==> config.mk <==
export PLATFORM = sky130hd
export DESIGN_NAME = muldiv_unit
export DESIGN_NICKNAME = d
export VERILOG_FILES = /design/src/rtl/muldiv_pkg.sv /design/src/rtl/muldiv_unit.sv
export SDC_FILE = /design/constraint.sdc
export NUM_CORES = 1
export LEC_CHECK = 0
export CORE_AREA = 2 2 171 215
export DETAILED_ROUTE_END_ITERATION = 8
export DIE_AREA = 0 0 173 217
export PLACE_DENSITY_LB_ADDON = 0.15
export SLEW_MARGIN = 10
export SYNTH_ARGS = -nofsm -noshare
export SYNTH_HDL_FRONTEND = slang
export SYNTH_SLANG_ARGS = --single-unit
==> constraint.sdc <==
create_clock -name clk -period 6.3 [get_ports clk]
set_input_delay 0.63 -clock clk [delete_from_list [all_inputs] [get_ports clk]]
set_output_delay 0.63 -clock clk [all_outputs]
set_load 0.1 [all_outputs]
==> src/rtl/muldiv_pkg.sv <==
// muldiv_pkg: shared types, constants and helpers for the iterative RV32M
// multiply/divide unit.
//   muldiv_op_e    - funct3 encodings of the M-extension operations
//   muldiv_state_e - control states of the unit
//   MULDIV_ITERS   - number of shift-add / restoring-divide steps
//   abs32, neg64   - two's-complement magnitude and negation helpers
package muldiv_pkg;

    typedef enum logic [2:0] {
        OP_MUL    = 3'd0,
        OP_MULH   = 3'd1,
        OP_MULHSU = 3'd2,
        OP_MULHU  = 3'd3,
        OP_DIV    = 3'd4,
        OP_DIVU   = 3'd5,
        OP_REM    = 3'd6,
        OP_REMU   = 3'd7
    } muldiv_op_e;

    typedef enum logic [1:0] {
        ST_IDLE = 2'd0,
        ST_ITER = 2'd1,
        ST_DONE = 2'd2
    } muldiv_state_e;

    localparam int MULDIV_ITERS = 32;

    // Magnitude of a signed 32-bit value. 0x80000000 maps to itself, which
    // is the correct unsigned magnitude.
    function automatic logic [31:0] abs32(input logic [31:0] x);
        return x[31] ? (~x + 32'd1) : x;
    endfunction

    function automatic logic [63:0] neg64(input logic [63:0] x);
        return ~x + 64'd1;
    endfunction

endpackage

==> src/rtl/muldiv_unit.sv <==
// muldiv_unit: iterative RV32M multiply/divide unit.
// Runs a 32-step shift-add multiply or restoring divide on operand
// magnitudes, fixes up the sign at the end and strobes the result for one
// cycle towards the register file write port.
// Ports:
//   clk     - clock, all state changes on the rising edge
//   rst_n   - asynchronous active-low reset
//   start   - request a new operation (accepted only in IDLE)
//   op      - funct3 of the M-extension instruction
//   a, b    - rs1 / rs2 operand values
//   rd_in   - destination register index
//   kill    - abort an operation in flight
//   busy    - unit is not idle (core stalls)
//   done    - one-cycle result strobe (register file write enable)
//   rd_out  - destination index captured at accept time
//   result  - result value, valid while done is high
module muldiv_unit
    import muldiv_pkg::*;
#(
    parameter int XLEN = 32
) (
    input  logic            clk,
    input  logic            rst_n,
    input  logic            start,
    input  logic [2:0]      op,
    input  logic [XLEN-1:0] a,
    input  logic [XLEN-1:0] b,
    input  logic [4:0]      rd_in,
    input  logic            kill,
    output logic            busy,
    output logic            done,
    output logic [4:0]      rd_out,
    output logic [XLEN-1:0] result
);

    muldiv_state_e state_reg;
    muldiv_op_e    op_reg;
    logic [4:0]    count_reg;
    // Multiply: {partial product high, multiplier shifting out low}.
    // Divide:   {partial remainder, dividend shifting into quotient}.
    logic [63:0]   acc_reg;
    // Multiplicand (multiply) or divisor (divide) magnitude.
    logic [31:0]   opnd_reg;
    // Final result must be negated (product/quotient sign, or remainder sign).
    logic          neg_reg;
    logic          done_reg;
    logic [4:0]    rd_reg;
    logic [31:0]   result_reg;

    // ------------------------------------------------------------------
    // Accept-time decode
    // ------------------------------------------------------------------
    muldiv_op_e  op_in;
    logic        a_signed;
    logic        b_signed;
    logic        sign_a;
    logic        sign_b;
    logic [31:0] mag_a;
    logic [31:0] mag_b;
    logic        in_is_div;
    logic        in_is_rem;
    logic        div_zero;
    logic        div_ovf;
    logic        special;
    logic [31:0] special_res;
    logic        neg_next;
    logic [63:0] acc_init;
    logic [31:0] opnd_init;

    always_comb begin
        op_in     = muldiv_op_e'(op);
        a_signed  = (op_in == OP_MULH) || (op_in == OP_MULHSU) ||
                    (op_in == OP_DIV)  || (op_in == OP_REM);
        b_signed  = (op_in == OP_MULH) || (op_in == OP_DIV) || (op_in == OP_REM);
        sign_a    = a_signed & a[31];
        sign_b    = b_signed & b[31];
        mag_a     = sign_a ? abs32(a) : a;
        mag_b     = sign_b ? abs32(b) : b;
        in_is_div = (op_in == OP_DIV) || (op_in == OP_DIVU) ||
                    (op_in == OP_REM) || (op_in == OP_REMU);
        in_is_rem = (op_in == OP_REM) || (op_in == OP_REMU);

        // A remainder takes the dividend's sign; everything else the XOR.
        neg_next  = (op_in == OP_REM) ? sign_a : (sign_a ^ sign_b);

        div_zero  = in_is_div && (b == 32'd0);
        div_ovf   = ((op_in == OP_DIV) || (op_in == OP_REM)) &&
                    (a == 32'h8000_0000) && (b == 32'hFFFF_FFFF);
        special   = div_zero || div_ovf;

        special_res = 32'd0;
        if (div_zero) begin
            special_res = in_is_rem ? a : 32'hFFFF_FFFF;
        end else if (div_ovf) begin
            special_res = in_is_rem ? 32'd0 : 32'h8000_0000;
        end

        if (in_is_div) begin
            acc_init  = {32'd0, mag_a};
            opnd_init = mag_b;
        end else begin
            acc_init  = {32'd0, mag_b};
            opnd_init = mag_a;
        end
    end

    // ------------------------------------------------------------------
    // One iteration step and final sign fix-up
    // ------------------------------------------------------------------
    logic        is_div;
    logic        is_rem;
    logic [32:0] mul_sum;
    logic [63:0] mul_next;
    logic [32:0] rem_sh;
    logic        div_ge;
    logic [31:0] rem_new;
    logic [63:0] div_next;
    logic [63:0] acc_next;
    logic [63:0] prod;
    logic [31:0] div_raw;
    logic [31:0] final_res;

    always_comb begin
        is_div = (op_reg == OP_DIV) || (op_reg == OP_DIVU) ||
                 (op_reg == OP_REM) || (op_reg == OP_REMU);
        is_rem = (op_reg == OP_REM) || (op_reg == OP_REMU);

        // Shift-add: add multiplicand into the high half when the current
        // multiplier bit is set, then shift the 65-bit sum right by one.
        mul_sum  = {1'b0, acc_reg[63:32]} + (acc_reg[0] ? {1'b0, opnd_reg} : 33'd0);
        mul_next = {mul_sum, acc_reg[31:1]};

        // Restoring divide: shift the next dividend bit into the remainder,
        // subtract the divisor when it fits and record the quotient bit.
        rem_sh   = {acc_reg[63:32], acc_reg[31]};
        div_ge   = (rem_sh >= {1'b0, opnd_reg});
        rem_new  = div_ge ? 32'(rem_sh - {1'b0, opnd_reg}) : rem_sh[31:0];
        div_next = {rem_new, acc_reg[30:0], div_ge};

        acc_next = is_div ? div_next : mul_next;

        prod     = neg_reg ? neg64(acc_next) : acc_next;
        div_raw  = is_rem ? acc_next[63:32] : acc_next[31:0];

        if (is_div) begin
            final_res = neg_reg ? (~div_raw + 32'd1) : div_raw;
        end else if (op_reg == OP_MUL) begin
            final_res = prod[31:0];
        end else begin
            final_res = prod[63:32];
        end
    end

    // ------------------------------------------------------------------
    // Control FSM with registered outputs
    // ------------------------------------------------------------------
    always_ff @(posedge clk or negedge rst_n) begin
        if (!rst_n) begin
            state_reg  <= ST_IDLE;
            op_reg     <= OP_MUL;
            count_reg  <= 5'd0;
            acc_reg    <= 64'd0;
            opnd_reg   <= 32'd0;
            neg_reg    <= 1'b0;
            done_reg   <= 1'b0;
            rd_reg     <= 5'd0;
            result_reg <= 32'd0;
        end else begin
            done_reg <= 1'b0;
            case (state_reg)
                ST_IDLE: begin
                    // kill has no meaning here; start always wins.
                    if (start) begin
                        op_reg  <= op_in;
                        rd_reg  <= rd_in;
                        neg_reg <= neg_next;
                        if (special) begin
                            result_reg <= special_res;
                            done_reg   <= 1'b1;
                            state_reg  <= ST_DONE;
                        end else begin
                            acc_reg   <= acc_init;
                            opnd_reg  <= opnd_init;
                            count_reg <= 5'd0;
                            state_reg <= ST_ITER;
                        end
                    end
                end
                ST_ITER: begin
                    if (kill) begin
                        state_reg <= ST_IDLE;
                    end else begin
                        acc_reg   <= acc_next;
                        count_reg <= count_reg + 5'd1;
                        if (count_reg == 5'(MULDIV_ITERS - 1)) begin
                            result_reg <= final_res;
                            done_reg   <= 1'b1;
                            state_reg  <= ST_DONE;
                        end
                    end
                end
                ST_DONE: begin
                    state_reg <= ST_IDLE;
                end
                default: begin
                    state_reg <= ST_IDLE;
                end
            endcase
        end
    end

    assign busy   = (state_reg != ST_IDLE);
    assign done   = done_reg;
    assign rd_out = rd_reg;
    assign result = result_reg;

endmodule

==> flow_summary.ini <==
[critical_path]
cp_slowest_cell = or3b_1
critPathBufInv = 0
r2r_setup_slack_ns = 0.24
worstSetupStartpointType = register
crit_type = register to register
r2r-start = acc_reg[49]
crit_arrival_ns = 6.39
cp_data_required_time_ns = 6.63
crit_chain = ha_1 -> a21oi_1 -> o21ai_0 -> a32oi_1 -> nand4_1 -> nor2_2 -> nand2_1 -> o21ai_0 -> ha_2 -> o221ai_1 -> and4bb_1 -> or3b_1 -> nor4_2 -> nand4_1 -> nor3_2 -> nand3b_1 -> or2_1 -> o311ai_0 -> o41ai_1 -> a221oi_1 -> a21oi_1
worstReg2RegEnd = result[24]
crit_fanout = 5
critPathTopFamily = simple AND/OR/NAND/NOR gates
critPathMaxStageDelay_ns = 0.45
cp-end-kind = register
reg2reg_depth = 21

[timing]
fmax_mhz = 165.0
tns_ns = 0
worst_slack_ns = 0.2377
max_slew_margin_pct = 24.50
min_period_over_period_pct = 96.23
finalMaxSlewViolations = 0
clock_skew_ns = 0.01247
rsz0062_at_grt = false
worst_slew_pin_slew_ns = 1.129
hold_viol = 0
min_period_ns = 6.062
final-setup-viol-count = 0

[route]
ant_nets = 0
first_pass_iters = 7
routed_via_density = 6.672
vias = 19380
routedWlPerCell_um = 26.91
drc = 0
drt_wl_total_um = 78150
drtIter0Drc = 1943

[floorplan]
dieArea_mm2 = 0.03754
num_rows = 78
die_width_um = 173
design.core.area_mm2 = 0.03572
die_y_um = 217
ios = 115
start_util_pct = 48.13

[synthesis]
async_flop_share_pct = 100.0
synth_ff_type = dfrtp_1
synthDistinctLibCells = 90
avgSynthCellArea_um2 = 7.325
yosys-top-cells-area = dfrtp_1, a21oi_1, o21ai_0
ys_ff_latch = 145
synth_compound_area_share_pct = 29.23
synth_xor_area_share_pct = 8.202
synth_top_area_share_pct = 21.10
synthCells = 2347
synth_fa_ha_area_share_pct = 5.400
ys_seq_area_share_pct = 21.10
synth_edf_count = 0
syn-num-nets = 2496
muxShareOfSynthArea_pct = 6.222
synthSimpleGateAreaFrac_pct = 24.18
synth_top_family_by_area = compound AO/OA/AOI/OAI gates
syn_area_mm2 = 0.01719
yosysTopAreaCell = dfrtp_1
ys_warn_count = 0

[global_route]
grt_use_total_pct = 40.89
grt_max_degree = 80
grt_pass1_wl_um = 115900
grt_antenna_before_repair = 5
gr-total-overflow = 0
grt_pass1_vias = 18170

[placed_design]
gp_congestion = 1.042
io_buffer_count = 114
post-place-ws_ns = 0.2881
dp_hpwl_um = 61440

[final_layout]
postLayoutCoreUtil_pct = 55.02
syn2layout_area_growth_pct = 14.31
fill_cells = 3598
largest_reg_flops = 64
drive_above_1_share_pct = 8.581
antennaDiodeCount = 0
finalNetCount = 2560

[clock_network]
cts_buffers = 17
clk_latency_ns = 0.46
clock_path_buffers = 2
cts_sinks = 145
cts_root_buf = clkbuf_16
cts_tree = yes
clk_pin_slew_worst_paths_ns = 0.07
cts.htree.levels = 4

[flow_run]
maxCapViolations = 0

[hold_path]
hold_path.class = input pin to asynchronous set/reset pin

[pwr]
pwr-share-seq_pct = 15.6
p_per_area_mw_per_mm2 = 510.4
ir_drop_uv = 212.0
leakagePower_nw = 8.004
switchingPower_mw = 5.615
swShare_pct = 55.98
power_frac_comb_pct = 73.1
intPower_mw = 4.416
clkPwrFrac_pct = 11.3

[outcome]
outcome = completed
-- per-stage QoR --
stage	cells	area [um2]	total power [mW]	hold slack, ns
floorplan	2347	17200	6.151	0.3344
global placement	2870	18990	8.567	0.4784
detailed placement	2870	18990	8.577	0.4852
CTS	2902	19620	9.745	0.07336
global route	2904	19650	10.59	0.08741
finish	2904	19650	10.03	0.06583
-- area by class of cell --
| cell class | instances | area (um2) | share of cell area [%] |
|---|---|---|---|
| inverter | 76 | 285.3 | 1.452 |
| timing repair buffer | 206 | 1856 | 9.442 |
| multi-input combinational | 1965 | 12650 | 64.37 |
| clock inverter | 13 | 173.9 | 0.8850 |
| sequential | 145 | 3633 | 18.49 |
| clock buffer | 19 | 452.9 | 2.305 |
| tap | 480 | 600.6 | 3.056 |
-- cell usage after synthesis (7+ instances only) --
master     number
a2111oi_0      10
a211o_1         8
a211oi_1       35
a21o_1         32
a21oi_1       227
a221oi_1       13
a22o_1         18
a31oi_1        23
a32oi_1         7
and2_1         50
and3_1         16
and4_1         11
buf_1          14
buf_2          24
clkbuf_1      113
dfrtp_1       145
ha_1           71
inv_1          73
mux2_2         31
mux2i_1        72
nand2_1       249
nand2b_1       22
nand3_1        53
nand4_1        36
nor2_1        213
nor2b_1        13
nor3_1         54
nor3b_1        11
nor4_1         24
o211ai_1       27
o21a_1         15
o21ai_0       202
o221ai_1       25
o22ai_1        10
o311ai_0        7
o31ai_1        37
o41ai_1         9
or2_2          12
or3_1          21
or4_1          23
xnor2_1        89
xor2_1         72
-- cells in the final DEF, fill, tap and decap left out, types with 69 or more instances in the layout --
cell type / n
nand2_1: 248
a21oi_1: 225
nor2_1: 210
o21ai_0: 202
dfrtp_1: 143
clkdlybuf4s50_1: 112
buf_4: 91
xnor2_1: 89
inv_1: 73
mux2i_1: 72
xor2_1: 72
ha_1: 69
-- power groups by stage --
stage | combinational (mW) | clock [mW] | sequential, mW
2_1_floorplan | 4.72 | 0 | 1.43
3_3_place_gp | 7.03 | 0 | 1.54
3_5_place_dp | 7.02 | 0 | 1.56
4_1_cts | 7.07 | 1.13 | 1.54
5_1_grt | 7.82 | 1.17 | 1.59
6_report | 7.33 | 1.13 | 1.56
-- timing repair --
| item | in CTS | in global routing |
|---|---|---|
| hold buffers | 0 | 0 |
| endpoints found under the setup margin | 0 | 4 |
| resized for setup | 0 | 4 |
| buffers inserted | 0 | 2 |
| hold endpoints to repair | 0 | 0 |
-- worst max-delay path by stage --
stage | end | depth (start not counted) | slack (ns) | start
2_1_floorplan | result[22] | 26 | 0.08 | op_reg[2]
3_3_place_gp | result[8] | 22 | 0.45 | acc_reg[58]
3_5_place_dp | result[24] | 21 | 0.29 | acc_reg[58]
4_1_cts | result[24] | 21 | 0.25 | acc_reg[58]
5_1_grt | result[24] | 21 | 0.02 | acc_reg[41]
6_report | result[24] | 21 | 0.24 | acc_reg[49]
-- metal layers --
metal | track usage, % | up-vias | wire [um]
li1 | - | 8794 | -
met1 | 52.18 | 9227 | 31020
met2 | 67.20 | 1128 | 35820
met3 | 5.276 | 227 | 6430
met4 | 22.43 | 0 | 4871
met5 | 0 | - | 0
-- cell families (layout without fill, tap and decap cells) --
| kind of cell | Yosys count | after routing |
|---|---|---|
| compound gates | 785 | 785 |
| mux | 103 | 103 |
| fa+ha+maj | 73 | 73 |
| buf+inv | 237 | 314 |
| xor+xnor | 161 | 161 |
| simple gates | 843 | 843 |
| flops | 145 | 145 |
Power figures use the tool's default switching activity.
